### src/rtl/counter_updown_bounded_pkg.sv
// Shared definitions for the bounded up/down counter: next-state select encoding
// and the helper that picks the landing bound on an overflow or underflow.
package counter_updown_bounded_pkg;

  typedef logic [2:0] next_sel_t;

  localparam next_sel_t SEL_HOLD   = 3'd0;
  localparam next_sel_t SEL_LOAD   = 3'd1;
  localparam next_sel_t SEL_STEP   = 3'd2;
  localparam next_sel_t SEL_TO_MIN = 3'd3;
  localparam next_sel_t SEL_TO_MAX = 3'd4;

  // Saturation stays on the bound that was crossed; wrap lands on the opposite one.
  function automatic next_sel_t bound_sel(input logic sat, input logic crossed_max);
    if (sat == crossed_max) begin
      return SEL_TO_MAX;
    end
    return SEL_TO_MIN;
  endfunction

endpackage

### src/rtl/counter_updown_bounded_next_calc.sv
// Combinational step evaluation for the bounded counter: decides whether a step
// stays in range, overflows or underflows, and produces the resulting count.
module counter_next_calc
  import counter_updown_bounded_pkg::*;
#(
  parameter int N      = 8,
  parameter int STEP_W = 4
) (
  input  logic [N-1:0]      count_i,
  input  logic [STEP_W-1:0] step_i,
  input  logic [N-1:0]      min_i,
  input  logic [N-1:0]      max_i,
  input  logic              up_i,
  input  logic              sat_i,
  output logic [N-1:0]      next_count_o,
  output next_sel_t         sel_o,
  output logic              ovf_evt_o,
  output logic              unf_evt_o
);

  logic [N:0]   step_w;
  logic [N-1:0] step_n;
  logic [N:0]   sum_w;
  logic [N:0]   min_plus_step_w;
  logic [N-1:0] count_up;
  logic [N-1:0] count_dn;

  // Compares are done one bit wider so count+step never rolls back into range.
  assign step_w          = {{(N+1-STEP_W){1'b0}}, step_i};
  assign step_n          = {{(N-STEP_W){1'b0}}, step_i};
  assign sum_w           = {1'b0, count_i} + step_w;
  assign min_plus_step_w = {1'b0, min_i} + step_w;
  assign count_up        = count_i + step_n;
  assign count_dn        = count_i - step_n;

  always_comb begin
    sel_o     = SEL_HOLD;
    ovf_evt_o = 1'b0;
    unf_evt_o = 1'b0;
    if (step_i != '0) begin
      if (up_i) begin
        if (sum_w <= {1'b0, max_i}) begin
          sel_o = SEL_STEP;
        end else begin
          sel_o     = bound_sel(sat_i, 1'b1);
          ovf_evt_o = 1'b1;
        end
      end else begin
        if ({1'b0, count_i} >= min_plus_step_w) begin
          sel_o = SEL_STEP;
        end else begin
          sel_o     = bound_sel(sat_i, 1'b0);
          unf_evt_o = 1'b1;
        end
      end
    end
  end

  always_comb begin
    next_count_o = count_i;
    case (sel_o)
      SEL_STEP:   next_count_o = up_i ? count_up : count_dn;
      SEL_TO_MIN: next_count_o = min_i;
      SEL_TO_MAX: next_count_o = max_i;
      default:    next_count_o = count_i;
    endcase
  end

endmodule

### src/rtl/counter_updown_bounded.sv
// Bounded up/down counter with programmable step, wrap/saturate handling,
// single-cycle overflow/underflow pulses and clearable sticky flags.
module counter_updown_bounded
  import counter_updown_bounded_pkg::*;
#(
  parameter int           N       = 8,
  parameter int           STEP_W  = 4,
  parameter logic [N-1:0] RST_VAL = '0
) (
  input  logic              clk,
  input  logic              rst,
  input  logic              load_i,
  input  logic [N-1:0]      load_val_i,
  input  logic              en_i,
  input  logic              up_i,
  input  logic [STEP_W-1:0] step_i,
  input  logic [N-1:0]      min_i,
  input  logic [N-1:0]      max_i,
  input  logic              sat_i,
  input  logic              clr_flags_i,
  output logic [N-1:0]      count_o,
  output logic              at_max_o,
  output logic              at_min_o,
  output logic              ovf_o,
  output logic              unf_o,
  output logic              ovf_sticky_o,
  output logic              unf_sticky_o,
  output logic              cfg_err_o
);

  logic [N-1:0] count_q, count_d;
  logic         ovf_q, ovf_d;
  logic         unf_q, unf_d;
  logic         ovf_sticky_q, ovf_sticky_d;
  logic         unf_sticky_q, unf_sticky_d;

  logic [N-1:0] calc_next;
  next_sel_t    calc_sel;
  next_sel_t    sel;
  logic         calc_ovf;
  logic         calc_unf;
  logic         step_ok;

  counter_next_calc #(
    .N      (N),
    .STEP_W (STEP_W)
  ) u_next_calc (
    .count_i      (count_q),
    .step_i       (step_i),
    .min_i        (min_i),
    .max_i        (max_i),
    .up_i         (up_i),
    .sat_i        (sat_i),
    .next_count_o (calc_next),
    .sel_o        (calc_sel),
    .ovf_evt_o    (calc_ovf),
    .unf_evt_o    (calc_unf)
  );

  assign cfg_err_o = (min_i > max_i);
  assign step_ok   = en_i && !cfg_err_o;

  always_comb begin
    sel = SEL_HOLD;
    if (load_i) begin
      sel = SEL_LOAD;
    end else if (step_ok) begin
      sel = calc_sel;
    end
  end

  // Sticky set has priority over clear when both happen on the same edge.
  always_comb begin
    count_d = count_q;
    case (sel)
      SEL_HOLD: count_d = count_q;
      SEL_LOAD: count_d = load_val_i;
      default:  count_d = calc_next;
    endcase
    ovf_d        = !load_i && step_ok && calc_ovf;
    unf_d        = !load_i && step_ok && calc_unf;
    ovf_sticky_d = ovf_d || (ovf_sticky_q && !clr_flags_i);
    unf_sticky_d = unf_d || (unf_sticky_q && !clr_flags_i);
  end

  always_ff @(posedge clk) begin
    if (rst) begin
      count_q      <= RST_VAL;
      ovf_q        <= 1'b0;
      unf_q        <= 1'b0;
      ovf_sticky_q <= 1'b0;
      unf_sticky_q <= 1'b0;
    end else begin
      count_q      <= count_d;
      ovf_q        <= ovf_d;
      unf_q        <= unf_d;
      ovf_sticky_q <= ovf_sticky_d;
      unf_sticky_q <= unf_sticky_d;
    end
  end

  assign count_o      = count_q;
  assign ovf_o        = ovf_q;
  assign unf_o        = unf_q;
  assign ovf_sticky_o = ovf_sticky_q;
  assign unf_sticky_o = unf_sticky_q;
  assign at_max_o     = (count_q == max_i);
  assign at_min_o     = (count_q == min_i);

endmodule

### config.mk
export PLATFORM = sky130hd
export DESIGN_NAME = counter_updown_bounded
export DESIGN_NICKNAME = d
export VERILOG_FILES = /design/src/rtl/counter_updown_bounded_pkg.sv /design/src/rtl/counter_updown_bounded_next_calc.sv /design/src/rtl/counter_updown_bounded.sv
export SDC_FILE = /design/constraint.sdc
export NUM_CORES = 1
export LEC_CHECK = 0
export ABC_CLOCK_PERIOD_IN_PS = 4600
export CAP_MARGIN = 0
export CORE_MARGIN = 8
export CORE_UTILIZATION = 35
export CTS_CLUSTER_SIZE = 10
export DETAILED_ROUTE_END_ITERATION = 16
export GPL_TIMING_DRIVEN = 0
export PLACE_DENSITY = 0.56
export SETUP_SLACK_MARGIN = 0.5
export SLEW_MARGIN = 20
export SYNTH_ARGS = -nofsm -noshare
export SYNTH_HDL_FRONTEND = slang
export SYNTH_SLANG_ARGS = --single-unit
### constraint.sdc
create_clock -name clk -period 4.6 [get_ports clk]
set_input_delay 1.38 -clock clk [delete_from_list [all_inputs] [get_ports clk]]
set_output_delay 1.38 -clock clk [all_outputs]
set_load 0.05 [all_outputs]
# Yosys cells after proc, flatten, opt, wreduce, memory -nomap -nowiden
# Cells that the tools add are included.
[word_totals]
input_bits = 35
ff_bits = 12
output_inout_bits = 15
elab_cells = 61
[classes]
n_reduce_logical = 15
bitwise_logic = 1
order_cmp = 3
eq_ne = 6
muxes = 27
add_sub_neg = 4
[ops]
columns = ["operator", "count"]
rows = [
  ["two-way mux 3 bit", 10],
  ["case mux 8 bit (3 select lines)", 1],
  ["adder 8 x 4 -> 9 bit", 2],
  ["equality test 8 bit", 2],
  ["case mux 8 bit (2 select lines)", 1],
  ["two-way mux 1 bit", 14],
  ["greater-or-equal comparator 8 x 9 -> 1 bit", 1],
  ["less-or-equal comparator 9 x 8 -> 1 bit", 1],
  ["adder 8 x 4 -> 8 bit", 1],
  ["> comparator 8 bit", 1],
  ["two-way mux 8 bit", 1],
  ["nonzero test 4 bit", 2],
  ["subtractor 8 x 4 -> 8 bit", 1],
  ["equality test 3 x 2 -> 1 bit (second input constant)", 2],
  ["logical AND 1 bit", 6],
  ["equality test 3 x 1 -> 1 bit (second input constant)", 1],
  ["equality test 3 bit (second input constant)", 1],
  ["zero test 1 bit", 3],
  ["zero test 3 bit", 1],
  ["logical OR 1 bit", 2],
  ["AND reduction 2 bit", 1],
  ["inverter 1 bit", 1],
]

# Depth between registers and ports, before layout
[depth]
ltp_word = 14
depth_mapped = 16
mapped_depth_nobuf = 16

# Modules after synthesis
# Synthesis repeated with hierarchy kept, for this count alone.
[unflattened]
hier_cells = 302
hier_area_um2 = 2351.0
[modules_own_cells]
columns = ["module", "n_inst", "area_each_um2", "cells_each", "seq_area_each_um2"]
rows = [
  ["counter_next_calc", 1, 1415.1, 197, 0.0],
  ["counter_updown_bounded", 1, 935.9, 105, 240.2],
]

# Worst setup path before layout
# No wires, ideal clock.
[synth_path]
path_type = "input -> register"
start = "in step_i[0]"
end = "reg count_q[2] (netlist: count_o[2])"
arrival_time_ns = 4.196
path_stages = 16
path_slack_ns = 0.277
t_required_ns = 4.473
path_cell_list = "ha_1 inv_1 fa_1 nor2b_1 o21a_1 nor2_1 nor2_1 xor2_1 ha_1 nand4_1 a21oi_1 nor4_1 o32ai_1 mux2i_1 o32ai_1 or3_1"
[synth_via]
elab_chain_cells = 10
word_cells_on_any_way = 24
classes_between = "add/sub: 4; order compare: 2; eq/ne: 4; mux: 9; bitwise: 1; reduce/logical: 4"
[synth_rtl]
columns = ["element", "line_no", "text"]
rows = [
  ["start, declared", "counter_updown_bounded.sv:16", "input logic [STEP_W-1:0] step_i,"],
  ["adder 8 x 4 -> 9 bit (on tied branches)", "counter_updown_bounded_next_calc.sv:32, counter_updown_bounded_next_calc.sv:31", ""],
  ["greater-or-equal comparator 8 x 9 -> 1 bit / less-or-equal comparator 9 x 8 -> 1 bit (equally long branches)", "counter_updown_bounded_next_calc.sv:49, counter_updown_bounded_next_calc.sv:42", ""],
  ["two-way mux 3 bit (on tied branches)", "counter_updown_bounded_next_calc.sv:49, counter_updown_bounded_next_calc.sv:42", ""],
  ["two-way mux 3 bit", "counter_updown_bounded_next_calc.sv:41", "if (up_i) begin"],
  ["two-way mux 3 bit", "counter_updown_bounded_next_calc.sv:40", "if (step_i != '0) begin"],
  ["two-way mux 3 bit", "counter_updown_bounded.sv:67", "end else if (step_ok) begin"],
  ["two-way mux 3 bit", "counter_updown_bounded.sv:65", "if (load_i) begin"],
  ["equality test 3 x 1 -> 1 bit / zero test 3 bit (equally long branches)", "counter_updown_bounded.sv:75", "case (sel)"],
  ["nonzero test 4 bit (no line) / inverter 1 bit (equally long branches)", "n/a", ""],
  ["AND reduction 2 bit (no line)", "n/a", ""],
  ["end signal, assigned", "counter_updown_bounded.sv:94", "count_q <= count_d;"],
  ["end, declared", "counter_updown_bounded.sv:31", "logic [N-1:0] count_q, count_d;"],
]
# Parallel ways exist; a longest one is shown, timed or not.
# A chain may end at the register's enable or synchronous reset.

# Worst setup path after layout
# Same ends and word-level chain as after synthesis.

==> results_dict.tcl <==
set metrics [dict create \
    run_status "complete, no violations" \
    post-dp-hpwl_um 6234 \
    chipWidth_um 96.06 \
    die_area_sq_um 9228 \
    cts_hold_buffers 0 \
    grt_use_total_pct 17.15 \
    power.static_leakage_nw 1.370 \
    critical_path.endpoint_type "flip-flop" \
    powerDensity_nw_per_um2 217.2 \
    detail_route.wl_per_cell_um 18.24 \
    number_of_nets_still_failing_antenna_checks_after_routing 0 \
    postSynthCellCount 279 \
    internal_power_w 0.0004023 \
    clock.fmax_ghz 0.2337 \
    vias 2247 \
    finalInstanceArea_sq_um 3273 \
    final_util_pct 52.14 \
    placement_rows 29 \
    synth_largest_area_cell "sky130_fd_sc_hd__ha_1" \
    tightestPinTransition_ps 1041 \
    power.share.sequential_pct 18.5 \
    signed_area_change_from_the_synthesized_netlist_to_the_final_layout_pct 45.90 \
    slew_headroom_pct 29.95 \
    regToRegEndpoint "count_o[2]$_SDFFE_PP0P_" \
    part_of_the_yosys_area_used_for_sequential_elements_pct 10.71 \
    ys_async_sr_fraction_pct 0 \
    critical_path_peak_fanout 6 \
    flops_latches_synth 12 \
    ff2ff_path_depth 16 \
    clock_insertion_delay_worst_skew_ps 240 \
    synth_top_area_share_pct 22.31 \
    unrepaired_setup_endpoints_after_global_routing "true" \
    layout-drive-gt1-share_pct 28.12 \
    grt_start_max_net_pins 11 \
    via_count_of_the_first_global_routing_pass 2358 \
    drt-initial-drc-count 85 \
    placeableCoreArea_sq_um 6277 \
    setup_viol 0 \
    post_route_fraction_of_the_period_consumed_by_the_critical_path_pct 93.03 \
    htree_num_levels 1 \
    switching_share_pct 43.41 \
    critPathKind "in2reg" \
    net_count_synth 357 \
    synth_cell_type_count 52 \
    nNetsFinal 424 \
    post_synth_main_area_contributors "sky130_fd_sc_hd__ha_1 22%, sky130_fd_sc_hd__dfxtp_1 11%, sky130_fd_sc_hd__xnor2_1 10%, sky130_fd_sc_hd__nor2_1 4.2%, sky130_fd_sc_hd__xor2_1 3.9%" \
    max_cap_violations 0 \
    initial_core_utilization_pct 35.74 \
    dr.pass1.iters 4 \
    peakVddDrop_mv 0.1226 \
    synthTopCellsByCount "40 x sky130_fd_sc_hd__ha_1, 26 x sky130_fd_sc_hd__xnor2_1, 25 x sky130_fd_sc_hd__nor2_1, 22 x sky130_fd_sc_hd__inv_1, 16 x sky130_fd_sc_hd__a21oi_1" \
    hold_start "unf_sticky_o$_SDFF_PP0_" \
    worst-r2r-setup-slack_ps 960 \
    syn_area_sq_um 2243 \
    worst_setup_path_start_kind "primary input" \
    place_area_sq_um 2874 \
    slew_viol_final 0 \
    cts.reportedPaths.clkPinSlew_ps 50 \
    hold_violations_final 0 \
    synth_most_common_cell "sky130_fd_sc_hd__ha_1" \
    floorplan.die.height_um 96.06 \
    antenna_cells 0 \
    min_path_cells 1 \
    timing.clock.skew_ps 2.564 \
    worstReg2RegStart "count_o[0]$_SDFFE_PP0P_" \
    min_path_type "reg2reg" \
    grt_pass1_wl_um 12180 \
    avgSynthCellArea_sq_um 8.041 \
    tritoncts_clock_tree "done" \
    detail_route.wirelength_um 7699 \
    place.port_buffers 47 \
    clock_sink_count 12 \
    cts_root_buf "sky130_fd_sc_hd__clkbuf_8" \
    floorplan.io_pins 50 \
    cts_buffer_depth 2 \
    most_common_flop_cell_mapped_by_yosys "sky130_fd_sc_hd__dfxtp_1" \
    power_switching_w 0.0003086 \
    timing.hold.worst_endpoint "unf_sticky_o$_SDFF_PP0_" \
    synth-edff-count 0 \
    drc 0 \
    clockPowerShare_pct 16.5 \
    critPathRequiredTime_ps 4730 \
    gr-total-overflow 0 \
    tritoncts.num_buffers 3 \
    synth_warnings 0 \
    vias_per_cell 5.325 \
    crit_arrival_ps 4410 \
    gp_routability_congestion 0.8632 \
    min_period_ps 4279 \
    antenna_found_initial 0 \
    power_frac_comb_pct 65.1 \
]
[per-layer routing]
layer / global-route usage, % / routed length, um
met5: 0 / 0
met4: 3.201 / 142
met3: 3.744 / 413
met2: 27.87 / 3537
met1: 22.71 / 3606
[power groups by stage]
| stage | Combinational, W | Clock [W] | Sequential [W] |
|---|---|---|---|
| floorplan | 0.000245 | 0 | 0.000156 |
| global placement | 0.000389 | 0 | 0.000133 |
| detailed placement | 0.000393 | 0 | 0.000133 |
| CTS | 0.000421 | 0.000119 | 0.000132 |
| global route | 0.000509 | 0.000127 | 0.000133 |
| finish | 0.000463 | 0.000117 | 0.000131 |
[state kept, by name, summed over array words and instances (netlist names)]
signal	cells
unf_o	1
count_o	8
unf_sticky_o	1
ovf_o	1
ovf_sticky_o	1
[cells in the final DEF (no fill, tap or decap), types with 5 or more instances in the layout]
cell / count
sky130_fd_sc_hd__nor2_1: 21
sky130_fd_sc_hd__nor2b_1: 6
sky130_fd_sc_hd__nor3_1: 5
sky130_fd_sc_hd__a21oi_2: 6
sky130_fd_sc_hd__clkbuf_1: 6
sky130_fd_sc_hd__clkdlybuf4s50_1: 24
sky130_fd_sc_hd__buf_6: 5
sky130_fd_sc_hd__nand4_1: 9
sky130_fd_sc_hd__dlygate4sd2_1: 5
sky130_fd_sc_hd__clkbuf_2: 9
sky130_fd_sc_hd__dfxtp_1: 12
sky130_fd_sc_hd__inv_1: 14
sky130_fd_sc_hd__a21oi_1: 9
sky130_fd_sc_hd__xnor2_1: 25
sky130_fd_sc_hd__ha_1: 31
sky130_fd_sc_hd__inv_2: 7
sky130_fd_sc_hd__ha_4: 9
sky130_fd_sc_hd__xor2_1: 10
sky130_fd_sc_hd__a21o_1: 5
sky130_fd_sc_hd__nand2_1: 12
sky130_fd_sc_hd__buf_4: 15
[area by class of cell]
class                   count  area, sq um
multi-input cells         235         2188
repair buffers             62        554.3
clock buffers               4        55.05
plain buffers              10        53.80
fillers                   609         3004
flip-flops and latches     12        240.2
well taps                  77        96.34
inverters                  22        85.08
[worst max path at each step]
stage,startpoint,endpoint,slack (ps),cells past startpoint
3_5_place_dp,step_i[0],count_o[2]$_SDFFE_PP0P_,-620,17
3_3_place_gp,min_i[4],cfg_err_o,-580,6
6_report,step_i[0],count_o[2]$_SDFFE_PP0P_,320,17
2_1_floorplan,step_i[0],count_o[2]$_SDFFE_PP0P_,470,16
5_1_grt,step_i[0],count_o[2]$_SDFFE_PP0P_,200,17
4_1_cts,step_i[3],count_o[1]$_SDFFE_PP0P_,410,15
[cell families (layout without fill, tap and decap cells)]
kind of cell | after synthesis | in the layout | share of synthesized area (%)
simple gates | 84 | 84 | 19.30
mux | 5 | 5 | 2.398
compound gates | 67 | 67 | 22.48
xor+xnor | 36 | 36 | 14.05
fa+ha+maj | 43 | 43 | 24.99
flops | 12 | 12 | 10.71
buf+inv | 32 | 98 | 6.079
[through the flow]
| step | total power [W] | instances | setup WS, ps | TNS, ps | hold WS, ps |
|---|---|---|---|---|---|
| final | 0.0007109 | 422 | 320.6 | 0 | 452.8 |
| after floorplan | 0.0004011 | 279 | 467.9 | 0 | 722.9 |
| after global routing | 0.0007687 | 422 | 196.8 | 0 | 463.5 |
| after global placement | 0.0005226 | 403 | -577.8 | -4486 | 437.6 |
| after CTS | 0.0006716 | 415 | 405.9 | 0 | 456.9 |
| after detailed placement | 0.0005265 | 403 | -616.4 | -4986 | 443.7 |
[worst max-delay path: stages]
cell	delay, ps
sky130_fd_sc_hd__buf_12	90
sky130_fd_sc_hd__ha_4	130
sky130_fd_sc_hd__inv_2	40
sky130_fd_sc_hd__fa_2	360
sky130_fd_sc_hd__nor2b_1	130
sky130_fd_sc_hd__o21a_1	200
sky130_fd_sc_hd__nor2_4	60
sky130_fd_sc_hd__nor2_2	90
sky130_fd_sc_hd__xor2_1	180
sky130_fd_sc_hd__ha_1	270
sky130_fd_sc_hd__nand4_1	160
sky130_fd_sc_hd__a21oi_2	70
sky130_fd_sc_hd__nor4_4	310
sky130_fd_sc_hd__o32ai_4	190
sky130_fd_sc_hd__mux2i_4	270
sky130_fd_sc_hd__o32ai_1	110
sky130_fd_sc_hd__or3_1	370
[repair_timing]
action                                  4_1_cts  5_1_grt
pin swaps                                    25       17
gates resized for setup                      89       44
hold endpoints to repair                      0        0
setup buffers                                 8        7
endpoints found under the setup margin       15       11
Power figures use the tool's default switching activity.
==> RTL change 1, RTL diff (same settings) <==
`STEP_W` is set to 4 in 2 places; all go to 5.
--- a/src/rtl/counter_updown_bounded_next_calc.sv
+++ b/src/rtl/counter_updown_bounded_next_calc.sv
@@ -6,3 +6,3 @@
   parameter int N      = 8,
-  parameter int STEP_W = 4
+  parameter int STEP_W = 5
 ) (
--- a/src/rtl/counter_updown_bounded.sv
+++ b/src/rtl/counter_updown_bounded.sv
@@ -6,3 +6,3 @@
   parameter int           N       = 8,
-  parameter int           STEP_W  = 4,
+  parameter int           STEP_W  = 5,
   parameter logic [N-1:0] RST_VAL = '0
Interface: changed (resized step_i); port bits go from 50 to 51. The function was not compared with the original's and may differ.
==> RTL change 1 against the unedited design <==
- combinational power rose by 8.6%
- sequential cell count did not move
- critical endpoint is now count_o[5]$_SDFFE_PP0P_
- worst setup slack got worse by 0.067 ns
- critical path type unchanged
- cell area rose by 2.2%
- routed wire length rose by 2.9%
- total power rose by 6.4%
- area after synthesis rose by 3.8%
- worst hold slack got worse by 0.0052 ns
==> RTL change 1: results <==
metrics = {
    "outcome": {
        "run_status": "finished clean",
    },
    "clocking": {
        "cts_buffers": 3,
        "path_clk_slew_ns": 0.05,
        "htreeDepth": 1,
        "cts-root-buf": "clkbuf_8",
    },
    "synthesis": {
        "ys_types": 57,
        "yosys_most_used_dff": "dfxtp_1",
        "synth.area.top_cells": "ha_1, xnor2_1, dfxtp_1, inv_1, a21oi_1",
        "synth_common_cells": "ha_1, xnor2_1, inv_1, nor2_1, a21oi_1",
        "synth_nets": 366,
        "synthCells": 285,
        "seq_area_frac_synth_pct": 10.3,
    },
    "place": {
        "dpl.hpwl_microns": 6150,
        "dpl_cell_area_sq_um": 2960,
        "io_buffers": 49,
        "dp_cells": 411,
        "gp_congestion": 0.885,
    },
    "worst_setup_path": {
        "crit_path_max_fanout": 7,
        "crit_required_ns": 4.73,
        "crit_path_top_delay_cell": "fa_2",
        "path_delay_family": "compound AO/OA/AOI/OAI gates",
    },
    "grt": {
        "grt_pass1_wl_microns": 13000,
        "grt_pass1_vias": 2596,
        "track_usage_pct": 16.4,
        "grt_max_degree": 11,
    },
    "routing": {
        "wl_per_cell_microns": 18.2,
        "drtIter0Drc": 125,
        "vias": 2406,
        "dr.pass1.iters": 4,
    },
    "finish": {
        "fill_cells": 627,
        "num_antenna_cells": 0,
        "largest_reg_flops": 8,
        "layout.cells.non_filler": 435,
        "drive_gt1_share_pct": 29.6,
    },
    "power_and_ir_drop": {
        "switching_share_pct": 43.3,
        "irDropWorstVdd_mv": 0.218,
        "p_leak_nw": 1.46,
    },
    "sta": {
        "clock_skew_ns": 0.00366,
        "relSlewSlack_pct": 61.2,
        "drv_slew": 0,
    },
    "hold_path": {
        "min_path_type": "reg -> reg",
    },
    "flow_run": {
        "cap_violations": 0,
    },
}
## RTL change 1: worst paths after layout
path	from	endpoint	slack [ns]	cells after the start
min	ovf_sticky_o$_SDFF_PP0_	ovf_sticky_o$_SDFF_PP0_	0.45	1
max reg2reg	count_o[0]$_SDFFE_PP0P_	count_o[5]$_SDFFE_PP0P_	0.88	15
min reg2reg	ovf_sticky_o$_SDFF_PP0_	ovf_sticky_o$_SDFF_PP0_	0.45	1
max	step_i[0]	count_o[5]$_SDFFE_PP0P_	0.25	16
## RTL change 1: metal layers
layer  global-route usage (%)  wire length (microns)  vias to the layer above
li1                         -                      -                     1192
met1                     19.6                   3520                     1152
met2                     29.2                   3990                       52
met3                     2.70                    287                       10
met4                     4.43                    118                        0
met5                        0                      0                        -
## RTL change 1: worst reg2reg max path, cell delays in order (launching register included)
cell and delay, ns:
dfxtp_1 0.53, ha_4 0.21, inv_2 0.04, fa_2 0.37, nor2b_2 0.13, o31a_1 0.19
o21ai_2 0.07, xnor2_1 0.13, ha_1 0.35, a22o_1 0.23, nor4_2 0.31, a211oi_2 0.12
o21a_2 0.27, mux2_4 0.33, a32oi_2 0.23, a221oi_2 0.08
## RTL change 1: layout make-up
type                    count  area, sq um  area share, %
plain buffers               8         65.1           1.94
clock buffers               4         55.1           1.65
inverters                  24         90.1           2.69
multi-input cells         241         2210           66.1
flip-flops and latches     12          240           7.18
well taps                  77         96.3           2.88
repair buffers             69          588           17.6
## RTL change 1: power by group through the flow
| stage | Clock (mW) | Sequential, mW | Combinational (mW) |
|---|---|---|---|
| 2_1_floorplan | 0 | 0.155 | 0.271 |
| 3_3_place_gp | 0 | 0.134 | 0.418 |
| 3_5_place_dp | 0 | 0.134 | 0.424 |
| 4_1_cts | 0.123 | 0.133 | 0.469 |
| 5_1_grt | 0.127 | 0.134 | 0.551 |
| 6_report | 0.120 | 0.133 | 0.503 |
## RTL change 1: cell families after synthesis
| kind of cell | Yosys count | share of synthesized area [%] |
|---|---|---|
| fa+ha+maj | 45 | 25.1 |
| xor+xnor | 35 | 13.2 |
| flops | 12 | 10.3 |
| mux | 8 | 3.76 |
| compound gates | 76 | 24.3 |
| simple gates | 77 | 16.7 |
| buf+inv | 32 | 6.66 |
## RTL change 1: repair_timing
| action | CTS | global route |
|---|---|---|
| pin swaps | 23 | 14 |
| endpoints found under the setup margin | 15 | 11 |
| resized for setup | 90 | 46 |
| setup buffers | 12 | 8 |
## RTL change 1: through the flow
step	util, %	setup WS (ns)
finish	52.4	0.253
global route	52.4	0.114
CTS	50.5	0.257
detailed placement	46.4	-0.645
global placement	46.4	-0.636
floorplan	-	0.398
==> RTL change 2, RTL diff (same settings) <==
Without the edit above. Reset style: asynchronous (`rst`), changed in one clocked block.
--- a/src/rtl/counter_updown_bounded.sv
+++ b/src/rtl/counter_updown_bounded.sv
@@ -85,3 +85,3 @@
 
-  always_ff @(posedge clk) begin
+  always_ff @(posedge clk or posedge rst) begin
     if (rst) begin
Formal check against the unedited RTL: differs if rst is asserted again (counterexample within 4 cycles, from zero or initial values and one cycle with rst high); with rst held inactive, the same outputs for 10 cycles.
==> RTL change 2 against the unedited design <==
- routed wire length grew 15%
- area after synthesis grew 9.0%
- die area grew 7.5%
- core utilization grew 1.2 points
- worst setup slack lost 0.027 ns
- register-to-register slack lost 0.04 ns
- cell area grew 11%
- sequential cell count is the same
- critical path type unchanged
- largest cell class unchanged
Power is not compared: it rests on default switching activity, and its combinational part moved more than twofold at a synthesized area within 25%.
==> RTL change 2: results <==
metrics = {
    "routing": {
        "dr.pass1.iters": 4,
        "drtIter0Drc": 160,
        "wl_microns": 8820,
        "viasPerCell": 5.44,
        "wl_per_cell_microns": 19.2,
    },
    "power_and_ir_drop": {
        "power_mw": 1.22,
        "power_frac_seq_pct": 13.4,
    },
    "worst_setup_path": {
        "crit_path_top_delay_cell": "or3_4",
        "startpoint": "step_i[0]",
        "r2r_slack_ns": 0.92,
        "reg2reg_from": "count_o[1]$_DFFE_PP0P_",
        "reg2regPathDepth": 16,
        "max_stage_delay_ns": 0.38,
        "timing.rr.end": "count_o[2]$_DFFE_PP0P_",
        "endpoint": "count_o[2]$_DFFE_PP0P_",
        "critical_path_arrival_ns": 4.40,
        "crit_path_max_fanout": 3,
    },
    "synthesis": {
        "synth_common_cells": "ha_1, inv_1, xnor2_1, nor2_1, o21ai_0",
        "yosys_most_used_dff": "dfrtp_1",
        "synth.area.top_cells": "ha_1, dfrtp_1, xnor2_1, inv_1, mux2_2",
        "synth_mux_area_share_pct": 4.55,
        "synth_xor_xnor_area_share_pct": 12.9,
        "ys_warn_count": 0,
        "synth_nets": 368,
        "async_flop_share_pct": 100,
        "seq_area_frac_synth_pct": 12.3,
        "synthAdderAreaFrac_pct": 22.9,
        "synth.avg_cell_area_sq_um": 8.43,
        "synth_compound_area_share_pct": 26.8,
        "ys_types": 51,
    },
    "grt": {
        "grt_max_degree": 13,
        "grt_pass1_wl_microns": 14100,
        "track_usage_pct": 17.7,
        "antenna_found_initial": 0,
        "grt_pass1_vias": 2676,
    },
    "sta": {
        "hold_ws_ns": 0.535,
        "clock_skew_ns": 0.000548,
        "fin_crit_sh_pct": 93.6,
        "tightest_slew_ns": 0.828,
    },
    "clocking": {
        "cts_buffers": 3,
        "clk_path_buf_depth": 2,
        "path_clk_slew_ns": 0.05,
        "cts-root-buf": "clkbuf_8",
    },
    "outcome": {
        "run_status": "finished clean",
    },
    "place": {
        "io_buffers": 49,
        "place_ws_ns": -0.951,
        "dpl.hpwl_microns": 6770,
        "gp_congestion": 0.889,
    },
    "finish": {
        "num_antenna_cells": 0,
        "nets": 442,
        "drive_gt1_share_pct": 35.3,
    },
    "hold_path": {
        "hold_depth": 2,
        "hp-start": "ovf_sticky_o$_DFF_PP0_",
        "min_path_type": "reg -> reg",
        "whs_endpoint": "ovf_sticky_o$_DFF_PP0_",
    },
}
-- RTL change 2: changes by cell type after synthesis, sizes merged, moves of 6 or more --
| cell | unedited run | this run |
|---|---|---|
| dfrtp | 0 | 12 |
| dfxtp | 12 | 0 |
| nand3 | 3 | 13 |
| o21ai | 7 | 16 |
| a31oi | 3 | 10 |
| a41oi | 0 | 7 |
| nor2 | 25 | 18 |
| mux2 | 3 | 9 |
-- RTL change 2: cell type report --
| cell class | instances | area [sq um] |
|---|---|---|
| tap | 96 | 120 |
| clock buffer | 4 | 55.1 |
| inverter | 27 | 109 |
| fill | 656 | 3170 |
| sequential | 12 | 300 |
| timing repair buffer | 69 | 594 |
| multi-input combinational | 241 | 2370 |
| buffer | 10 | 68.8 |
-- RTL change 2: logic make-up after synthesis --
family	count (synthesis)
muxes	10
and+or+nand+nor	67
xor gates and xnor gates	36
DFF	12
AOI/OAI and AO/OA	85
buffers and inverters	37
adders and majority gates	43
-- RTL change 2: metrics by stage --
step,utilization (%),area [sq um],TNS (ns)
floorplan,-,2490,0
global placement,45.6,3100,-5.73
detailed placement,45.6,3100,-5.55
CTS,51.7,3510,0
global route,53.3,3620,0
finish,53.3,3620,0
-- RTL change 2: metal layers --
layer | GRT usage (%) | vias up | routed length, microns
li1 | - | 1223 | -
met1 | 22.8 | 1200 | 4030
met2 | 30.3 | 62 | 4170
met3 | 2.30 | 11 | 477
met4 | 4.42 | 0 | 146
met5 | 0 | - | 0
-- RTL change 2: repair_timing --
| action | 4_1_cts | 5_1_grt |
|---|---|---|
| gates resized for setup | 127 | 49 |
| pin swaps | 22 | 23 |
| gates cloned | 0 | 0 |
| endpoints found under the setup margin | 15 | 14 |
| setup buffers | 16 | 4 |
| hold endpoints to repair | 0 | 0 |
